File: src/rtl/rst_seq_pkg.sv
// Shared definitions for the reset sequencer: FSM state encoding and rst_cause values.
package rst_seq_pkg;

    typedef enum logic [1:0] {
        StHold,
        StStage,
        StDone,
        StSoft
    } seq_state_e;

    localparam logic [1:0] CAUSE_BTN  = 2'b01;
    localparam logic [1:0] CAUSE_SOFT = 2'b10;
    localparam logic [1:0] CAUSE_WDOG = 2'b11;

endpackage

File: src/rtl/rst_sync2.sv
// Two-flop negedge reset synchronizer: asserts asynchronously, releases on the
// second falling clock edge after rst_ni rises.
module rst_sync2 (
    input  logic clk_i,
    input  logic rst_ni,
    output logic rst_sync_o
);

    logic meta_q;
    logic sync_q;

    always_ff @(negedge clk_i or negedge rst_ni) begin
        if (!rst_ni) begin
            meta_q <= 1'b0;
            sync_q <= 1'b0;
        end else begin
            meta_q <= 1'b1;
            sync_q <= meta_q;
        end
    end

    assign rst_sync_o = sync_q;

endmodule

File: src/rtl/rst_sequencer.sv
// Staged multi-domain reset sequencer with soft reset and optional watchdog.
// Watchdog is built only when RST_SEQ_WDOG_EN is defined.
module rst_sequencer
    import rst_seq_pkg::*;
#(
    parameter int unsigned NUM_DOM   = 3,
    parameter int unsigned STAGE_DLY = 16,
    parameter int unsigned HOLD_CYC  = 8,
    parameter int unsigned WDOG_CYC  = 1024
) (
    input  logic               clk,
    input  logic               RST_n,
    input  logic               soft_rst_req,
    output logic               soft_rst_ack,
    input  logic               wdog_kick,
    output logic [NUM_DOM-1:0] rst_n_dom,
    output logic               seq_done,
    output logic [1:0]         rst_cause
);

    localparam int unsigned StgW  = (STAGE_DLY > 1) ? $clog2(STAGE_DLY) : 1;
    localparam int unsigned HoldW = (HOLD_CYC > 1) ? $clog2(HOLD_CYC) : 1;
    localparam int unsigned IdxW  = (NUM_DOM > 1) ? $clog2(NUM_DOM) : 1;

    seq_state_e         state_q, state_d;
    logic [StgW-1:0]    stg_cnt_q, stg_cnt_d;
    logic [HoldW-1:0]   hold_cnt_q, hold_cnt_d;
    logic [IdxW-1:0]    idx_q, idx_d;
    logic [NUM_DOM-1:0] dom_q, dom_d;
    logic               ack_q, ack_d;
    logic [1:0]         cause_q, cause_d;
    logic               rst_sync;
    logic               wdog_fire;

    rst_sync2 u_rst_sync2 (
        .clk_i      (clk),
        .rst_ni     (RST_n),
        .rst_sync_o (rst_sync)
    );

    always_comb begin
        state_d    = state_q;
        stg_cnt_d  = stg_cnt_q;
        hold_cnt_d = hold_cnt_q;
        idx_d      = idx_q;
        dom_d      = dom_q;
        ack_d      = 1'b0;
        cause_d    = cause_q;
        unique case (state_q)
            StHold: begin
                if (rst_sync) begin
                    // Preload 1: the edge that samples rst_sync counts toward the first stage.
                    state_d   = StStage;
                    stg_cnt_d = StgW'(1);
                    idx_d     = '0;
                end
            end
            StStage: begin
                if (stg_cnt_q == StgW'(STAGE_DLY - 1)) begin
                    stg_cnt_d     = '0;
                    dom_d[idx_q]  = 1'b1;
                    idx_d         = idx_q + 1'b1;
                    if (idx_q == IdxW'(NUM_DOM - 1)) begin
                        state_d = StDone;
                    end
                end else begin
                    stg_cnt_d = stg_cnt_q + 1'b1;
                end
            end
            StDone: begin
                // A soft request wins over a coincident watchdog expiry.
                if (soft_rst_req || wdog_fire) begin
                    state_d    = StSoft;
                    dom_d      = '0;
                    hold_cnt_d = '0;
                    ack_d      = soft_rst_req;
                    cause_d    = soft_rst_req ? CAUSE_SOFT : CAUSE_WDOG;
                end
            end
            StSoft: begin
                if (hold_cnt_q == HoldW'(HOLD_CYC - 1)) begin
                    state_d   = StStage;
                    stg_cnt_d = '0;
                    idx_d     = '0;
                end else begin
                    hold_cnt_d = hold_cnt_q + 1'b1;
                end
            end
            default: state_d = StHold;
        endcase
    end

    always_ff @(negedge clk or negedge RST_n) begin
        if (!RST_n) begin
            state_q    <= StHold;
            stg_cnt_q  <= '0;
            hold_cnt_q <= '0;
            idx_q      <= '0;
            dom_q      <= '0;
            ack_q      <= 1'b0;
            cause_q    <= CAUSE_BTN;
        end else begin
            state_q    <= state_d;
            stg_cnt_q  <= stg_cnt_d;
            hold_cnt_q <= hold_cnt_d;
            idx_q      <= idx_d;
            dom_q      <= dom_d;
            ack_q      <= ack_d;
            cause_q    <= cause_d;
        end
    end

`ifdef RST_SEQ_WDOG_EN
    localparam int unsigned WdogW = (WDOG_CYC > 1) ? $clog2(WDOG_CYC) : 1;

    logic [WdogW-1:0] wdog_cnt_q, wdog_cnt_d;

    // A kick on the expiry edge suppresses the fire.
    assign wdog_fire = (state_q == StDone) && !wdog_kick &&
                       (wdog_cnt_q == WdogW'(WDOG_CYC - 1));

    always_comb begin
        wdog_cnt_d = '0;
        if ((state_q == StDone) && (state_d == StDone) && !wdog_kick) begin
            wdog_cnt_d = wdog_cnt_q + 1'b1;
        end
    end

    always_ff @(negedge clk or negedge RST_n) begin
        if (!RST_n) begin
            wdog_cnt_q <= '0;
        end else begin
            wdog_cnt_q <= wdog_cnt_d;
        end
    end
`else
    logic unused_wdog;

    assign wdog_fire   = 1'b0;
    assign unused_wdog = wdog_kick | (WDOG_CYC == 0);
`endif

    assign rst_n_dom    = dom_q;
    assign seq_done     = (state_q == StDone);
    assign soft_rst_ack = ack_q;
    assign rst_cause    = cause_q;

endmodule

File: config.mk
export PLATFORM = sky130hd
export DESIGN_NAME = rst_sequencer
export DESIGN_NICKNAME = d
export VERILOG_FILES = /design/src/rtl/rst_seq_pkg.sv /design/src/rtl/rst_sync2.sv /design/src/rtl/rst_sequencer.sv
export SDC_FILE = /design/constraint.sdc
export NUM_CORES = 1
export LEC_CHECK = 0
export ABC_AREA = 1
export CAP_MARGIN = 25
export CORE_ASPECT_RATIO = 0.5
export CORE_MARGIN = 1
export CORE_UTILIZATION = 37
export CTS_BUF_LIST = sky130_fd_sc_hd__clkbuf_8
export CTS_CLUSTER_DIAMETER = 50
export DETAILED_ROUTE_END_ITERATION = 8
export HOLD_SLACK_MARGIN = 0.06
export PLACE_DENSITY = 0.59
export SLEW_MARGIN = 25
export SYNTH_ARGS = -nofsm -noshare
export SYNTH_HDL_FRONTEND = slang
export SYNTH_HIERARCHICAL = 1
export SYNTH_SLANG_ARGS = --single-unit
File: constraint.sdc
create_clock -name clk -period 1.81 [get_ports clk]
set_clock_uncertainty 0.05 [all_clocks]
set_input_delay 0.4525 -clock clk [delete_from_list [all_inputs] [get_ports clk]]
set_output_delay 0.4525 -clock clk [all_outputs]
set_load 0.02 [all_outputs]
**After elaboration in Yosys (flattened, before gate mapping)**

Index checks and enable logic that the tools add are counted.

- Memory bits (writable): 0
- Memories kept: 0
- Bits in read-only memories: 0
- Output and inout port bits: 7
- Bits in registers: 19
- Bits in latches: 0

- Shift-type cells: 0
- Eq/ne operators: 12
- Multipliers: 0
- Bitwise gates (word level): 1
- Reductions and logical operators: 11
- Mux-type cells: 23
- $add $sub $neg: 3
- Divide/modulo/power cells: 0
- Order comparisons: 2

Operator list:

| kind | count |
|---|---|
| 2-bit 2-to-1 mux | 8 |
| 4-bit 2-to-1 mux | 3 |
| 3-bit case mux with 2 select lines | 2 |
| 4-bit case mux with 3 select lines | 1 |
| 2-bit != test (second input constant) | 5 |
| 3-bit 2-to-1 mux | 3 |
| 3-bit AND reduction | 3 |
| 2-bit case mux with 4 select lines | 1 |
| 2-bit == test (second input constant) | 3 |
| 2-bit case mux with 3 select lines | 1 |
| 5-bit AND reduction | 1 |
| 4-bit by 1-bit adder with 4-bit output (second input constant) | 1 |
| 4-bit == test (second input constant) | 1 |
| 4-bit AND reduction | 1 |
| 2-bit nonzero test | 2 |
| 3-bit by 1-bit adder with 3-bit output (second input constant) | 1 |
| 3-bit == test (second input constant) | 1 |
| 2-bit by 3-bit less-than comparator with 1-bit output (second input constant) | 1 |
| 1-bit 2-to-1 mux | 3 |
| 3-bit bitwise OR | 1 |
| 3-bit nonzero test | 1 |
| 2-bit by 1-bit adder with 2-bit output (second input constant) | 1 |
| 1-bit demux with 2-bit select | 1 |
| 2-bit by 1-bit == test with 1-bit output (second input constant) | 1 |
| other kinds (5) | 5 |

**Logic depth before layout (Yosys ltp)**

Gate-level depths: netlist of run 1.

- Word-level depth: 7
- Mapped depth: 9
- Depth with buffers taken out: 9

**By module**

The synthesis of run 1 kept the hierarchy.

By module, submodules not included:

| module | cells an instance | area each (sq um) | times used |
|---|---|---|---|
| rst_sequencer | 114 | 973.4 | 1 |
| rst_sync2 | 3 | 53.8 | 1 |

==> key figures, run 1 <==
Outcome
  – Status: complete, but fails checks
  – Failing checks: DRC, setup timing

Logic synthesis
  – Mapped Area: 1030 um2
  – Netlist cell types: 22
  – Post-synthesis sequential area ratio: 0.464
  – Post-synthesis average cell area: 8.78 um2
  – #FFs+latches synth: 19
  – Syn Inst Count: 117
  – Synth warn: 6
  – Post-Syn Nets: 132

Place
  – DP HPWL: 1.49 mm
  – Cells after DPL: 177
  – GPL Wtd Cong: 0.743
  – Port-buffer cells: 9

Detailed routing
  – DR pass1 iterations: 6
  – DR WL/cell: 10.9 um
  – Final ANT Viol Nets: 0
  – DRC marker count from the first detailed-route iteration: 57
  – Vias: 859
  – Vias per cell: 4.50
  – Routed wire length: 2.08 mm
  – DRC violations left: 2

Timing
  – RSZ-0062 raised after global routing: true
  – Worst setup margin: -0.654 ns
  – Final hold viol count: 0
  – TNS Setup: -3.32 ns
  – Setup violators final: 9
  – Pins Over Slew Limit: 0

Clocking
  – CTS Buf Count: 3
  – Maximum buffer depth of the clock tree: 2
  – Root Driver: clkbuf_8
  – Clock sinks: 19
  – Max H-tree Level: 1
  – Hold_buf cts: 0
  – Clock slew at reported path FFs: 0.05 ns
  – Skew-Pair Late Insertion Delay: 0.28 ns
  – TritonCTS clock tree: yes

Cells and area
  – Filler cell count: 237
  – Non-filler cells, final: 191
  – Syn-to-layout area delta: 43.6%
  – Commonest non-fill, non-tap cells in the layout: buf_4 (24), nand2_1 (20), dfrtn_1 (18)
  – Ant. Diodes: 0
  – Commonest non-fill, non-tap cell in the layout: buf_4
  – Core Util, Final: 0.563
  – Nets@finish: 170
  – Share of cells above drive strength 1: 0.396

Worst hold path
  – Worst min path class: flip-flop to flip-flop

Critical path
  – Endpoint type of the worst setup path: output pin
  – Crit Path Class: flip-flop to output pin
  – Crit Path Max Fanout: 2
  – Worst EP required: 1.31 ns
  – CP Launch Type: flip-flop
  – Worst EP arrival: 1.96 ns

Power and ir drop
  – Static Leak: 0.742 nW
  – Pwr dens: 1700 nW/um2
  – VDD IR max: 0.000548 V

Global route
  – GR Overflow Total: 0
  – Vias in the first global route: 699
  – First-pass GRT wire length: 3.35 mm
  – Largest net degree at the start of global routing: 12
  – Initial antenna violation count: 0
  – GRT Overall Usage: 0.153

Floorplan
  – Initial Utilization: 0.392
  – Core area: 2620 um2
  – Die Area: 3000 um2
  – Ports: 11
  – Rows: 13
  – Chip height: 39.3 um
  – DIE WIDTH: 76.5 um

Run
  – Max-cap violations: 0
[registers in the layout, indices dropped and copies added, names as in the netlist]
signal	flops
rst_n_dom	3
hold_cnt_q	3
u_rst_sync2/meta_q	1
u_rst_sync2/rst_sync_o	1
idx_q	2
stg_cnt_q	4
state_q	2
soft_rst_ack	1
rst_cause	2
[per-layer routing]
metal | global-route usage | share of wire | vias up
met1 | 0.201 | 0.49 | 407
met3 | 0.0419 | 0.022 | 3
met4 | 0.0577 | 0.0038 | 0
met5 | 0 | 0 | -
met2 | 0.245 | 0.48 | 12
li1 | - | - | 437
[area by class of cell]
class / instances / area, um2 / share of cell area
timing repair buffer: 33 / 284 / 0.193
tap: 37 / 46.3 / 0.0314
multi-input combinational: 78 / 544 / 0.369
inverter: 19 / 73.8 / 0.0500
clock inverter: 2 / 8.76 / 0.00594
sequential: 19 / 477 / 0.323
clock buffer: 3 / 41.3 / 0.0280
[logic make-up after synthesis]
logic type,Yosys count,share of synthesized area
AND/OR/NAND/NOR,48,0.230
buffers and inverters,20,0.0731
flip-flops,19,0.464
AO/OA/AOI/OAI,18,0.0950
adder cells (fa/ha/maj),11,0.134
other,1,0.00365
[final timing paths]
| check | depth (start not counted) | to | slack (ns) | from |
|---|---|---|---|---|
| worst min register to register | 0 | u_rst_sync2/rst_sync_o | 0.24 | u_rst_sync2/meta_q |
| min in group asynchronous | 2 | soft_rst_ack | 1.28 | RST_n |
| max in group asynchronous | 2 | u_rst_sync2/rst_sync_o | 0.26 | RST_n |
| worst max-delay path | 3 | seq_done | -0.65 | state_q[0] |
| worst min-delay path | 0 | u_rst_sync2/rst_sync_o | 0.24 | u_rst_sync2/meta_q |
| worst max register to register | 11 | idx_q[1] | 0.03 | state_q[0] |
[per-stage QoR]
stage | power [mW] | area [um2] | setup slack [ns] | hold slack (ns)
global route | 2.72 | 1480 | -0.679 | 0.249
finish | 2.51 | 1480 | -0.654 | 0.244
detailed placement | 1.91 | 1280 | -0.792 | 0.246
CTS | 2.36 | 1410 | -0.645 | 0.246
global placement | 1.87 | 1280 | -0.759 | 0.243
floorplan | 1.46 | 1040 | -0.295 | 0.242
[critical path, stage by stage (launching register included)]
cell	delay [ns]
dfrtn_1	0.44
inv_2	0.07
ha_4	0.16
buf_6	0.12
[cell usage after synthesis]
| cell type | count | area share |
|---|---|---|
| nand2_2 | 2 | 0.012 |
| nand3_2 | 1 | 0.0097 |
| nand2_4 | 2 | 0.022 |
| nand2_1 | 24 | 0.088 |
| conb_1 | 1 | 0.0037 |
| dfstp_2 | 1 | 0.026 |
| nand3b_2 | 1 | 0.011 |
| a21oi_2 | 1 | 0.0085 |
| or2_2 | 1 | 0.0061 |
| nand4_1 | 1 | 0.0061 |
| dfrtn_1 | 18 | 0.44 |
| o21ai_1 | 5 | 0.024 |
| ha_1 | 11 | 0.13 |
| nand3_1 | 6 | 0.029 |
| inv_1 | 19 | 0.069 |
| nor2_2 | 1 | 0.0061 |
| inv_2 | 1 | 0.0037 |
| o21ai_0 | 8 | 0.039 |
| a21oi_1 | 3 | 0.015 |
| nor2_1 | 8 | 0.029 |
| o21ai_2 | 1 | 0.0085 |
| nor2_4 | 1 | 0.011 |
[what timing repair did]
action,CTS,global route
pin swaps,7,7
buffers inserted,5,5
setup endpoints to repair,18,13
resized for setup,56,8
[power breakdown]
group,switching (mW),internal [mW]
registers,0.0994,0.571
clock network,0.164,0.156
logic,0.799,0.725
No activity file was read; power rests on OpenSTA's default activity.
==> inputs of run 2 (changes only) <==
Settings changed: CORE_ASPECT_RATIO 0.5 to not set, CORE_UTILIZATION 37 to 57, PLACE_DENSITY 0.59 to 0.83, SLEW_MARGIN 25 to 20.
==> key figures, run 2 (synthesis gave the netlist of run 1 again) <==
Power and ir drop
  – Static Leak: 0.732 nW
  – Pwr dens: 1830 nW/um2
  – VDD IR max: 0.00128 V

Cells and area
  – Top reg by flops: stg_cnt_q
  – Filler cell count: 58
  – Core Util, Final: 0.902
  – Final instance area: 1440 um2
  – Commonest non-fill, non-tap cell in the layout: nand2_1
  – Ant. Diodes: 0
  – Share of cells above drive strength 1: 0.377
  – Commonest non-fill, non-tap cells in the layout: nand2_1 (22), buf_4 (20), dfrtn_1 (18)
  – Area occupied by registers: 477 um2
  – Largest register FFs: 4
  – Syn-to-layout area delta: 40.0%
  – Nets@finish: 167
  – Footprint of the multi-input gates: 543 um2

Critical path
  – Worst EP required: 1.31 ns
  – CP Launch Type: flip-flop
  – Crit path largest cell delay: 0.43 ns
  – Crit Path Class: flip-flop to output pin
  – Crit Path Max Fanout: 2
  – Worst EP arrival: 1.95 ns
  – Worst path slowest cell: dfrtn_1
  – Endpoint type of the worst setup path: output pin
  – Worst-path cell chain: inv_2 > ha_4 > buf_6

Outcome
  – Status: complete, but fails checks
  – Failing checks: setup timing

Clocking
  – Root Driver: clkbuf_8
  – Maximum buffer depth of the clock tree: 2
  – Hold_buf cts: 0
  – Max H-tree Level: 1
  – Clock slew at reported path FFs: 0.05 ns
  – TritonCTS clock tree: yes
  – CTS Buf Count: 3
  – Clock sinks: 19
  – Skew-Pair Late Insertion Delay: 0.27 ns

Detailed routing
  – DR WL/cell: 18.6 um
  – Routed wire length: 3.25 mm
  – Vias per cell: 5.69
  – Final ANT Viol Nets: 0
  – DRC violations left: 0
  – DRC marker count from the first detailed-route iteration: 79
  – Vias: 995
  – DR pass1 iterations: 5

Floorplan
  – Die Area: 1980 um2
  – Rows: 14
  – Core area: 1590 um2
  – Chip height: 44.5 um
  – Initial Utilization: 0.644
  – Ports: 11
  – DIE WIDTH: 44.5 um

Place
  – Placement Setup Slack: -0.766 ns
  – DP HPWL: 1.60 mm
  – Port-buffer cells: 9
  – Dpl cell area: 1270 um2
  – GPL Wtd Cong: 0.799

Global route
  – GRT Overall Usage: 0.325
  – Initial antenna violation count: 0
  – GR Overflow Total: 0
  – Vias in the first global route: 926
  – Largest net degree at the start of global routing: 11
  – First-pass GRT wire length: 4.44 mm

Worst hold path
  – Worst min path class: flip-flop to flip-flop

Timing
  – Final hold viol count: 0
  – WHS: 0.281 ns
  – Setup violators final: 13
  – RSZ-0062 raised after global routing: true
  – Pins Over Slew Limit: 0
  – Worst setup margin: -0.641 ns
  – TNS Setup: -3.58 ns

Run
  – Max-cap violations: 0
run 2: changes by cell type in the layout (fill, tap and decap cells not counted), moves of 2 or more:
cell / before / now
buf_4: 24 / 20
nand2_1: 20 / 22
nand2_2: 5 / 2
nand3_1: 4 / 2
nand3_2: 2 / 4
run 2: repair_timing:
action                                  4_1_cts  5_1_grt
pin swaps                                     6        7
endpoints found under the setup margin       18       16
cloned                                        0        0
gates resized for setup                      54       12
buffers inserted                              4        3
run 2: worst max-delay path: cells and delay by family, from the launching register on:
family	cells	cell delay, ns
buffers and inverters	2	0.18
DFF	1	0.43
adders and majority gates	1	0.16
run 2: path summary, 6_finish.rpt:
path,to,startpoint,cells past startpoint,slack [ns]
max,seq_done,state_q[0],3,-0.64
min in group asynchronous,hold_cnt_q[0],RST_n,2,1.32
max reg2reg,state_q[0],state_q[0],10,-0.03
min reg2reg,u_rst_sync2/rst_sync_o,u_rst_sync2/meta_q,0,0.28
min,u_rst_sync2/rst_sync_o,u_rst_sync2/meta_q,0,0.28
max in group asynchronous,rst_n_dom[2],RST_n,2,0.16
run 2: cell type report:
cell class,instances,area share
Clock buffer,3,0.0287
Clock inverter,2,0.00522
Inverter,19,0.0513
Multi-Input combinational cell,78,0.378
Sequential cell,19,0.332
Tap cell,24,0.0209
Timing Repair Buffer,30,0.185
run 2: metrics by stage:
stage | total power, mW | cells
CTS | 2.33 | 172
floorplan | 1.46 | 117
finish | 2.63 | 175
detailed placement | 1.91 | 164
global placement | 1.84 | 164
global route | 2.76 | 175
run 2: per-layer routing:
metal / up-vias / routed length (um) / global-route usage
met2: 75 / 1610 / 0.574
met1: 463 / 1190 / 0.372
met4: 0 / 199 / 0.176
met3: 25 / 257 / 0.0531
met5: - / 0 / 0
li1: 432 / - / -
run 2: power breakdown:
part           internal, mW  switching [mW]  leakage, nW
sequential            0.571           0.107        0.238
clock                 0.154           0.158       0.0322
combinational         0.684           0.956        0.462
total                  1.41            1.22        0.732
==> inputs of run 3 (changes only) <==
Settings changed: CAP_MARGIN 25 to not set.
==> results of run 3 <==
No change in the layout: final DEF, timing and power equal those of run 2.
